<file path="src/rtl/stream_ch_ctrl.sv">
// rtl/stream_ch_ctrl.sv - multi-channel DMA <-> streaming FIFO transfer controller
//
// Ports:
//   clk_i, rst_i          clock, synchronous active-high reset
//   start_i, abort_i      single-cycle control pulses
//   ch_en_i, ch_type_i    per-channel enable / direction (1 = write, 0 = read), latched on start
//   len_i                 per-channel word count, latched on start (N_DMA_CH x CNT_W, ch0 in LSBs)
//   dma_push_i/dma_data_i DMA push request and data (read channels)
//   dma_pop_i             DMA pop request (write channels)
//   dma_ready_o           channel can move a word this cycle
//   fifo_push_o/fifo_data_o push request and data toward streaming read FIFOs
//   fifo_pop_o            pop request toward streaming write FIFOs
//   fifo_full_i/fifo_empty_i streaming FIFO status
//   busy_o, done_o        RUN indicator, one-cycle completion pulse
//   ch_cnt_o              per-channel transferred word count (ch0 in LSBs)
module stream_ch_ctrl #(
    parameter int N_DMA_CH = 4,
    parameter int N_BITS   = 32,
    parameter int CNT_W    = 16
) (
    input  logic                         clk_i,
    input  logic                         rst_i,
    input  logic                         start_i,
    input  logic                         abort_i,
    input  logic [N_DMA_CH-1:0]          ch_en_i,
    input  logic [N_DMA_CH-1:0]          ch_type_i,
    input  logic [N_DMA_CH*CNT_W-1:0]    len_i,
    input  logic [N_DMA_CH-1:0]          dma_push_i,
    input  logic [N_DMA_CH*N_BITS-1:0]   dma_data_i,
    input  logic [N_DMA_CH-1:0]          dma_pop_i,
    output logic [N_DMA_CH-1:0]          dma_ready_o,
    output logic [N_DMA_CH-1:0]          fifo_push_o,
    output logic [N_DMA_CH*N_BITS-1:0]   fifo_data_o,
    output logic [N_DMA_CH-1:0]          fifo_pop_o,
    input  logic [N_DMA_CH-1:0]          fifo_full_i,
    input  logic [N_DMA_CH-1:0]          fifo_empty_i,
    output logic                         busy_o,
    output logic                         done_o,
    output logic [N_DMA_CH*CNT_W-1:0]    ch_cnt_o
);

    typedef enum logic [1:0] {
        ST_IDLE = 2'd0,
        ST_RUN  = 2'd1,
        ST_DONE = 2'd2
    } state_t;

    state_t                state_q, state_d;
    logic [N_DMA_CH-1:0]   en_q, en_d;
    logic [N_DMA_CH-1:0]   type_q, type_d;
    logic [CNT_W-1:0]      len_q [N_DMA_CH];
    logic [CNT_W-1:0]      len_d [N_DMA_CH];
    logic [CNT_W-1:0]      cnt_q [N_DMA_CH];
    logic [CNT_W-1:0]      cnt_d [N_DMA_CH];

    logic [N_DMA_CH-1:0]   active;
    logic [N_DMA_CH-1:0]   ready;
    logic [N_DMA_CH-1:0]   xfer;
    logic [CNT_W-1:0]      cnt_nxt [N_DMA_CH];
    logic                  all_done;

    // Per-channel handshake. A channel is only active in RUN and while
    // words remain, so an exhausted channel can never overrun its count.
    always_comb begin
        active      = '0;
        ready       = '0;
        xfer        = '0;
        fifo_push_o = '0;
        fifo_pop_o  = '0;
        all_done    = 1'b1;
        for (int i = 0; i < N_DMA_CH; i++) begin
            active[i] = (state_q == ST_RUN) && en_q[i] && (cnt_q[i] < len_q[i]);
            if (type_q[i]) begin
                ready[i]      = active[i] & ~fifo_empty_i[i];
                fifo_pop_o[i] = dma_pop_i[i] & ready[i];
                xfer[i]       = fifo_pop_o[i];
            end else begin
                ready[i]       = active[i] & ~fifo_full_i[i];
                fifo_push_o[i] = dma_push_i[i] & ready[i];
                xfer[i]        = fifo_push_o[i];
            end
            cnt_nxt[i] = cnt_q[i] + {{(CNT_W-1){1'b0}}, xfer[i]};
            // Completion is judged on the post-edge counts so done_o
            // appears in the cycle right after the last transfer.
            if (en_q[i] && (cnt_nxt[i] != len_q[i])) begin
                all_done = 1'b0;
            end
        end
    end

    assign dma_ready_o = ready;
    assign fifo_data_o = dma_data_i;
    assign busy_o      = (state_q == ST_RUN);
    assign done_o      = (state_q == ST_DONE);

    always_comb begin
        for (int i = 0; i < N_DMA_CH; i++) begin
            ch_cnt_o[i*CNT_W +: CNT_W] = cnt_q[i];
        end
    end

    always_comb begin
        state_d = state_q;
        en_d    = en_q;
        type_d  = type_q;
        len_d   = len_q;
        cnt_d   = cnt_q;
        case (state_q)
            ST_IDLE: begin
                if (start_i) begin
                    if (ch_en_i != '0) begin
                        state_d = ST_RUN;
                        en_d    = ch_en_i;
                        type_d  = ch_type_i;
                        for (int i = 0; i < N_DMA_CH; i++) begin
                            len_d[i] = len_i[i*CNT_W +: CNT_W];
                            cnt_d[i] = '0;
                        end
                    end else begin
                        state_d = ST_DONE;
                    end
                end
            end
            ST_RUN: begin
                // A transfer in the abort cycle is still counted.
                cnt_d = cnt_nxt;
                if (abort_i) begin
                    state_d = ST_IDLE;
                end else if (all_done) begin
                    state_d = ST_DONE;
                end
            end
            ST_DONE: begin
                state_d = ST_IDLE;
            end
            default: begin
                state_d = ST_IDLE;
            end
        endcase
    end

    always_ff @(posedge clk_i) begin
        if (rst_i) begin
            state_q <= ST_IDLE;
            en_q    <= '0;
            type_q  <= '0;
            for (int i = 0; i < N_DMA_CH; i++) begin
                len_q[i] <= '0;
                cnt_q[i] <= '0;
            end
        end else begin
            state_q <= state_d;
            en_q    <= en_d;
            type_q  <= type_d;
            len_q   <= len_d;
            cnt_q   <= cnt_d;
        end
    end

endmodule

</file>
<file path="config.mk">
export PLATFORM = sky130hd
export DESIGN_NAME = stream_ch_ctrl
export DESIGN_NICKNAME = d
export VERILOG_FILES = /design/src/rtl/stream_ch_ctrl.sv
export SDC_FILE = /design/constraint.sdc
export NUM_CORES = 1
export LEC_CHECK = 0
export CELL_PAD_IN_SITES_DETAIL_PLACEMENT = 1
export CELL_PAD_IN_SITES_GLOBAL_PLACEMENT = 1
export CORE_ASPECT_RATIO = 0.6
export CORE_MARGIN = 5
export CORE_UTILIZATION = 27
export CTS_CLUSTER_DIAMETER = 30
export DETAILED_ROUTE_END_ITERATION = 10
export HOLD_SLACK_MARGIN = 0.08
export PLACE_DENSITY_LB_ADDON = 0.1
export SETUP_SLACK_MARGIN = 0.05
export SYNTH_ARGS = -nofsm -noshare
export SYNTH_HDL_FRONTEND = slang
export SYNTH_SLANG_ARGS = --single-unit
</file>
<file path="constraint.sdc">
create_clock -name clk_i -period 4.6 [get_ports clk_i]
set_clock_uncertainty 0.05 [all_clocks]
set_input_delay 0.46 -clock clk_i [delete_from_list [all_inputs] [get_ports clk_i]]
set_output_delay 0.46 -clock clk_i [all_outputs]
set_load 0.02 [all_outputs]
</file>
# [Word-level counts from Yosys, hierarchy flattened]
# Index checks and enable logic that the tools add are counted.
[op_classes] add_sub_neg=4 magnitude_cmp=4 eq_ne=9 mux=28 bitwise_logic=24 reduce_logical=18
[op_table] op="$mux 64" n=2
[op_table] op="$pmux 64 s2" n=1
[op_table] op="$add 16x1->16" n=4
[op_table] op="$lt 16x16->1" n=4
[op_table] op="$ne 16x16->1" n=4
[op_table] op="$mux 1" n=20
[op_table] op="$and 1x1->1" n=16
[op_table] op="$logic_and 1x1->1" n=12
[op_table] op="$mux 2" n=4
[op_table] op="$not 1->1" n=8
[op_table] op="$reduce_and 3->1" n=2
[op_table] op="$ne 2x2->1 const B" n=2
[op_table] op="$pmux 2 s2" n=1
[op_table] op="$reduce_bool 4->1" n=1
[op_table] op="$ne 3x2->1 const B" n=1
[op_table] op="$eq 2x1->1 const B" n=1
[op_table] op="$eq 2x2->1 const B" n=1
[op_table] op="$logic_not 2->1" n=1
[op_table] op="$reduce_and 2->1" n=1
[op_table] op="$reduce_bool 2->1" n=1
[totals] ff_bits=138

# [Longest topological paths before layout]
# Gate-level depths: netlist (run 1).
[depth] word_depth=16 ltp_mapped=22 depth_no_buf=21

# [Worst setup path before layout (run 1)]
# Ideal clock, no wire load.
[synth_timing] kind="reg-to-reg" from="register cnt_q (netlist bit ch_cnt_o[17])" to="register state_q[1]" arrival_time_ps=4455 path_slack_ps=35 stages_incl_launch_ff=21 path_buffers=0 period_less_slack_ps=4565 path_cell_list="dfxtp_1 -> ha_1 -> a21o_1 -> a21o_1 -> a21o_1 -> a21o_1 -> a21o_1 -> a2111oi_0 -> nor3_1 -> a21oi_1 -> ha_1 -> ha_1 -> and4_1 -> nand2_2 -> nor4_1 -> a21oi_1 -> or4_1 -> o41ai_1 -> nand2_1 -> a21oi_2 -> and3_1"
[synth_via] elab_chain_cells=13
[synth_lines] item="start, declared" line="53" text="logic [CNT_W-1:0] cnt_q [N_DMA_CH];"
[synth_lines] item="start signal, assigned" line="156" text="cnt_q <= cnt_d;"
[synth_lines] item="$lt 16x16->1" line="72" text="active[i] = (state_q == ST_RUN) && en_q[i] && (cnt_q[i] < len_q[i]);"
[synth_lines] item="$logic_and 1x1->1" line="72"
[synth_lines] item="$and 1x1->1, on equally long branches" line="78, 74"
[synth_lines] item="$and 1x1->1, on equally long branches" line="79, 75"
[synth_lines] item="$mux 1" line="73" text="if (type_q[i]) begin"
[synth_lines] item="$add 16x1->16 *" line="82" text="cnt_nxt[i] = cnt_q[i] + {{(CNT_W-1){1'b0}}, xfer[i]};"
[synth_lines] item="$ne 16x16->1 *" line="85" text="if (en_q[i] && (cnt_nxt[i] != len_q[i])) begin"
[synth_lines] item="$logic_and 1x1->1 *" line="85"
[synth_lines] item="$mux 1 * (3 in a row)" line="85"
[synth_lines] item="$ne 3x2->1 (no line) *"
[synth_lines] item="$reduce_and 2->1 (no line) *"
[synth_lines] item="end signal, assigned" line="152" text="state_q <= state_d;"
[synth_lines] item="end, declared" line="48" text="state_t state_q, state_d;"
# Every way passes the cells marked *; elsewhere a longest branch is shown, timed or not.
# A chain may end at the register's enable or synchronous reset.

# [Worst setup path after layout (run 1)]
[layout_timing] from="register len_q[1] (netlist name)" to="register state_q[0]"
[layout_via] elab_chain_cells=11
[layout_lines] item="start, declared" line="51" text="logic [CNT_W-1:0] len_q [N_DMA_CH];"
[layout_lines] item="start signal, assigned" line="155" text="len_q <= len_d;"
[layout_lines] item="$lt 16x16->1" line="72"
[layout_lines] item="$logic_and 1x1->1" line="72"
[layout_lines] item="$and 1x1->1, on equally long branches" line="78, 74"
[layout_lines] item="$and 1x1->1, on equally long branches" line="79, 75"
[layout_lines] item="$mux 1" line="73"
[layout_lines] item="$add 16x1->16" line="82"
[layout_lines] item="$ne 16x16->1 *" line="85"
[layout_lines] item="$logic_and 1x1->1 *" line="85"
[layout_lines] item="$mux 1 *" line="85"
[layout_lines] item="$ne 3x2->1 (no line) *"
[layout_lines] item="$reduce_and 2->1 (no line) *"
# Marked as above.

==> impl_metrics.toml, run 1 <==
[run_status]
status = "completed"

[finish]
synthToLayoutAreaGrowth_pct = 28.55
antenna_cells = 0
drive_gt1_share_pct = 14.37
final_util_pct = 34.90
num-nets-final = 1785
final_cell_area_sq_um = 13040

[floorplan]
fp-row-count = 55
die_area_sq_um = 41680
initial_core_util_pct = 27.15
die_y_um = 160.1
coreArea_sq_um = 37370
design.portCount = 426
dieWidth_um = 260.2

[worst_setup_path]
cp_max_fo = 3
max_stage_delay_ns = 0.34
cp-start-kind = "flip-flop"
r2r-start = "len_q[1]"
worstPathRequired_ns = 4.83
crit_path_end_kind = "flip-flop"
r2r_slack_ns = 0.06
path_common_cell = "a21o_1"
arrival_ns = 4.77
critical_path_buf_inv_count = 4
r2r_end = "state_q[0]"
critPathKind = "flip-flop to flip-flop"
rr_worst_depth = 23
cp_cell_sequence = "inv_2, ha_4, a21o_1, a21o_1, a21o_1, a21o_1, a21o_1, a211o_1, a21oi_2, a21boi_2, ha_2, buf_6, nand4_1, buf_4, nor4_4, and3_4, xnor2_4, a2111oi_4, buf_4, a41oi_2, a31o_1, a21oi_2, a21oi_1"
cp.depth = 23
cp_top_family = "compound AO/OA/AOI/OAI gates"
cp_slowest_cell = "dfxtp_2"

[sta]
maxSlewHeadroom_pct = 29.73
maxSlewViolCount = 0
period_share_pct = 98.72
worst_pin_slew_ns = 1.052
final-hold-violation-count = 0
layout_min_cycle_time_ns = 4.541
max_freq_mhz = 220.2
rsz0062_at_grt = "true"
finalSetupViolations = 0

[cts]
clock_path_buffers = 2
clock-sinks = 138
numCtsBuffers = 17
cts_tree = "yes"
clkTransAtPathRegs_ns = 0.06
cts_max_level = 4
cts-root-buf = "clkbuf_16"
clkLatencyLatePin_ns = 0.44

[power_and_ir_drop]
seq_power_share_pct = 39.5
peakVddDrop_uv = 231.6
p_leak_nw = 5.058
p_sw_share_pct = 29.23
power.internal_w = 0.002298
clock_power_share_pct = 42.1
power.share.combinational_pct = 18.4
powerDensity_nw_per_um2 = 249.0
switching_power_w = 0.0009493

[routing]
viasPerCell = 4.830
initialDrtViolationCount = 422
final_antenna_net_count = 0
wire_per_inst_um = 18.35
drc_errors = 0
vias = 9771
drt_wl_total_um = 37120
firstDrtPassIters = 5

[synth]
synthTopCellsByCount = "219 x nand2_1, 139 x a21oi_1, 138 x dfxtp_1, 132 x buf_4, 110 x nor2_1"
synth_edf_count = 0
syn_nets = 1669
syn-cell-area_sq_um = 10140
synth_seq_cells = 138
ys_types = 64
yosys-top-cells-area = "dfxtp_1 27%, buf_4 9.8%, ha_1 8.4%"
syn_avg_cell_area_sq_um = 7.346
yosysTopAreaCell = "dfxtp_1"
syn_inst = 1381
async_flop_share_pct = 0
ys_warn_count = 0
synthFlopType = "dfxtp_1"
synth_most_common_cell = "nand2_1"
yosysSeqAreaShare_pct = 27.23
synth_top_area_share_pct = 27.23

[place]
place.detailed.hpwl_um = 27070
gp_congestion = 0.8090
dpl_cell_area_sq_um = 12140
numPortBuffers = 169

[hold_path]
min_from = "type_q[3]"
worstHoldPathCells = 2
holdPathEnd = "type_q[3]"
hold_path_class = "flip-flop to flip-flop"

[grt]
grt_overflow = 0
grt_pass1_wl_um = 57910
busiest_layer = "met1"
use_met1_pct = 25.95
antenna_found_initial = 0
grt_start_max_net_pins = 82
grtUsageMet2_pct = 25.33
grt_pass1_vias = 9995
use_met3_pct = 4.693
grt.total_usage_pct = 17.48

[run]
cap_viol_max_count = 0
-- layout make-up --
class,count,area [sq um]
clock buffer,25,495.5
clock inverter,7,65.06
fill,4506,24330
inverter,68,255.2
multi-input combinational,971,6097
sequential,138,2765
tap,513,641.9
timing repair buffer,301,2721
-- flip-flops by register name, summed over array words and instances, names as in the netlist --
register	flops
ch_cnt_o	64
len_q	64
en_q	4
type_q	4
state_q	2
-- power groups by stage --
stage	registers [W]	clock network (W)	logic, W
2_1_floorplan	0.00130	0	0.000494
3_3_place_gp	0.00131	0	0.000582
3_5_place_dp	0.00131	0	0.000588
4_1_cts	0.00128	0.00142	0.000604
5_1_grt	0.00129	0.00146	0.000669
6_report	0.00128	0.00137	0.000597
-- what timing repair did --
action	CTS	global route
hold buffers	0	0
setup endpoints to repair	2	2
setup buffers	5	8
resized for setup	28	18
pin swaps	14	22
-- worst register-to-register path, delay by kind of cell, from the launching register on --
| family | cells | cell delay [ns] |
|---|---|---|
| AO/OA/AOI/OAI | 13 | 2.24 |
| XOR/XNOR | 1 | 0.09 |
| adder cells (fa/ha/maj) | 2 | 0.43 |
| buffers and inverters | 4 | 0.52 |
| flip-flops | 1 | 0.34 |
| AND/OR/NAND/NOR | 3 | 0.73 |
-- layer usage --
layer / up-vias / wire (um)
met5: - / 0
met4: 0 / 317
met3: 20 / 1831
met2: 217 / 15440
met1: 4707 / 19540
li1: 4827 / -
-- cell families after synthesis --
| kind of cell | share of synthesized area, % |
|---|---|
| xor gates and xnor gates | 7.684 |
| adders and majority gates | 8.387 |
| muxes | 0.6167 |
| and+or+nand+nor | 23.64 |
| DFF | 27.23 |
| buffers and inverters | 15.12 |
| AOI/OAI and AO/OA | 17.32 |
-- layout by cell type, fill, tap and decap left out, types with 4 or more instances in the layout --
master / count
a211oi_1: 6
a211o_1: 5
and3_1: 12
nor2_1: 106
nand4_1: 28
xnor2_1: 71
and4_1: 6
or4_1: 5
xor2_1: 16
a21oi_1: 137
a22oi_1: 20
clkbuf_1: 4
nor4_1: 4
a31oi_1: 8
inv_1: 66
dfxtp_1: 136
nor3b_1: 5
or3_1: 8
nand3_1: 30
nor4_2: 4
nand2_1: 218
nor2b_1: 11
o21ai_0: 53
a311oi_1: 7
clkbuf_8: 4
buf_4: 129
nor3_1: 32
nand2b_1: 8
clkdlybuf4s50_1: 168
mux2i_1: 4
clkinv_2: 4
ha_1: 62
o211ai_1: 4
clkbuf_16: 17
a21o_1: 30
-- metrics by stage --
step           std cells  hold WS, ns  setup slack [ns]   TNS, ns  power (W)
3_5_place_dp        1978       0.4153           -0.3345   -0.6344   0.001899
4_1_cts             2015       0.4244           0.05512         0   0.003307
2_1_floorplan       1381       0.3951            0.1100         0   0.001793
3_3_place_gp        1978       0.4144          -0.06677  -0.09782   0.001892
6_report            2023       0.4245           0.05876         0   0.003247
5_1_grt             2023       0.4431           -0.1628   -0.3071   0.003416
-- worst max path at each step --
stage / end / slack (ns) / from
3_3_place_gp: state_q[0] / -0.07 / len_q[1]
5_1_grt: state_q[0] / -0.16 / len_q[1]
6_report: state_q[0] / 0.06 / len_q[1]
3_5_place_dp: state_q[0] / -0.33 / len_q[1]
4_1_cts: state_q[0] / 0.06 / len_q[1]
2_1_floorplan: state_q[1] / 0.11 / ch_cnt_o[1]
No activity file was read; power rests on OpenSTA's default activity.
==> run 2, diff against run 1 <==
--- a/config.mk
+++ b/config.mk
@@ -8,7 +8,7 @@
 export CELL_PAD_IN_SITES_DETAIL_PLACEMENT = 1
 export CELL_PAD_IN_SITES_GLOBAL_PLACEMENT = 1
 export CORE_ASPECT_RATIO = 0.6
-export CORE_MARGIN = 5
+export CORE_MARGIN = 2
 export CORE_UTILIZATION = 27
 export CTS_CLUSTER_DIAMETER = 30
 export DETAILED_ROUTE_END_ITERATION = 10
==> impl_metrics.toml, run 2 (synthesis results as in run 1) <==
[power_and_ir_drop]
powerDensity_nw_per_um2 = 260.0
p_leak_nw = 5.137
peakVddDrop_uv = 292.0
total_power_w = 0.003433

[cts]
numCtsBuffers = 17
clock_path_buffers = 2
clkLatencyLatePin_ns = 0.46
cts_tree = "yes"
cts_max_level = 4
clkTransAtPathRegs_ns = 0.06
clock-sinks = 138
cts-root-buf = "clkbuf_16"

[place]
numPortBuffers = 169
gp_congestion = 0.8178
place.detailed.hpwl_um = 27610

[sta]
max_freq_mhz = 225.8
finalSetupViolations = 0
worst_pin_slew_ns = 0.9850
rsz0062_at_grt = "true"
maxSlewViolCount = 0
final-hold-violation-count = 0
maxSlewHeadroom_pct = 34.33
layout_min_cycle_time_ns = 4.428
period_share_pct = 96.27
tns_ns = 0

[worst_setup_path]
critPathKind = "flip-flop to flip-flop"
cp_slowest_cell = "or4_4"
arrival_ns = 4.68
r2r-start = "len_q[49]"
r2r_slack_ns = 0.17
r2r_end = "state_q[0]"
cp-start-kind = "flip-flop"
crit_path_end_kind = "flip-flop"
cp_max_fo = 3
cp_cell_sequence = "inv_2, ha_4, a21o_1, a21o_1, a21o_1, a21o_1, a21o_1, a211o_1, a21oi_2, a21boi_2, buf_6, ha_4, inv_2, or4_4, or3_1, o21ai_1, o211ai_1, a211o_1, a31o_1, a21oi_2, a21oi_1"
worstPathRequired_ns = 4.85
rr_worst_depth = 21
max_stage_delay_ns = 0.52
path_common_cell = "a21o_1"

[finish]
drive_gt1_share_pct = 16.20
layout_common_cells = "217 x nand2_1, 168 x clkdlybuf4s50_1, 136 x buf_4"
synthToLayoutAreaGrowth_pct = 30.18
antenna_cells = 0
layout_commonest_cell = "nand2_1"
num-nets-final = 1790

[routing]
final_antenna_net_count = 0
wire_per_inst_um = 18.76
drt_wl_total_um = 37810
top_layer_used = "met4"
firstDrtPassIters = 4
viasPerCell = 4.888
vias = 9855
met2_wirelength_um = 16090
drc_errors = 0
initialDrtViolationCount = 379
route.met3.wl_um = 1987
wl_met1_um = 19310

[hold_path]
holdPathEnd = "type_q[3]"
hold_path_class = "flip-flop to flip-flop"
min_from = "type_q[3]"
worstHoldPathCells = 2

[floorplan]
fp-row-count = 54
die_y_um = 154.1
dieWidth_um = 254.2
coreArea_sq_um = 36690
initial_core_util_pct = 27.65
die_area_sq_um = 39190
design.portCount = 426

[grt]
grt.total_usage_pct = 19.47
grt_pass1_vias = 10010
grt_overflow = 0
antenna_found_initial = 0
grt_start_max_net_pins = 76
grt_pass1_wl_um = 58560

[run]
cap_viol_max_count = 0

[run_status]
status = "completed"
==> run 2: changes by cell type in the layout (fill, tap and decap cells not counted), sizes merged <==
cell,before,now
clkinv,4,1
clkbuf,25,22
bufinv,1,4
buf,133,138
==> run 2: worst max path at each step <==
| stage | from | end | slack [ns] | depth (start not counted) |
|---|---|---|---|---|
| global route | len_q[13] | state_q[0] | -0.001 | 21 |
| global placement | len_q[1] | state_q[0] | -0.07 | 22 |
| floorplan | ch_cnt_o[1] | state_q[1] | 0.11 | 18 |
| detailed placement | len_q[1] | state_q[0] | -0.28 | 22 |
| CTS | len_q[33] | state_q[0] | 0.06 | 21 |
| finish | len_q[49] | state_q[0] | 0.17 | 21 |
==> run 2: power by group <==
part | switching (W) | internal [W]
Sequential | 0.0000444 | 0.00124
Clock | 0.000588 | 0.000955
Combinational | 0.000343 | 0.000263
==> run 2: what timing repair did <==
action,4_1_cts,5_1_grt
setup buffers,2,7
gates resized for setup,29,46
endpoints found under the setup margin,2,2
pin swaps,12,47
hold buffers,0,0
==> run 2: layout make-up <==
type / instances / area [sq um]
Sequential cell: 138 / 2770
Inverter: 68 / 255.2
Clock buffer: 22 / 484.2
Clock inverter: 7 / 140.1
Multi-Input combinational cell: 971 / 6192
Timing Repair Buffer: 306 / 2734
Fill cell: 4469 / 23480
Tap cell: 504 / 630.6
==> run 2: stage by stage <==
| stage | std cells | instance area [sq um] | setup slack, ns | hold WS (ns) | util, % |
|---|---|---|---|---|---|
| final | 2016 | 13210 | 0.1717 | 0.4248 | 36.00 |
| after global routing | 2016 | 13210 | -0.001293 | 0.4590 | 36.00 |
| after CTS | 2009 | 12940 | 0.05706 | 0.4259 | 35.27 |
| after detailed placement | 1978 | 12170 | -0.2830 | 0.4187 | 33.18 |
| after global placement | 1978 | 12170 | -0.07479 | 0.4108 | 33.18 |
| after floorplan | 1381 | 10150 | 0.1100 | 0.3951 | - |
==> run 2: metal layers <==
layer / up-vias / GRT usage (%)
met1: 4780 / 27.23
li1: 4824 / -
met5: - / 0.6211
met4: 0 / 4.314
met2: 224 / 29.19
met3: 27 / 5.790
==> run 2: critical path, delay by kind of cell, from the launching register on <==
family	cells	cell delay (ns)
AOI/OAI and AO/OA	14	2.42
and+or+nand+nor	2	0.91
adders and majority gates	2	0.35
DFF	1	0.33
buffers and inverters	3	0.21
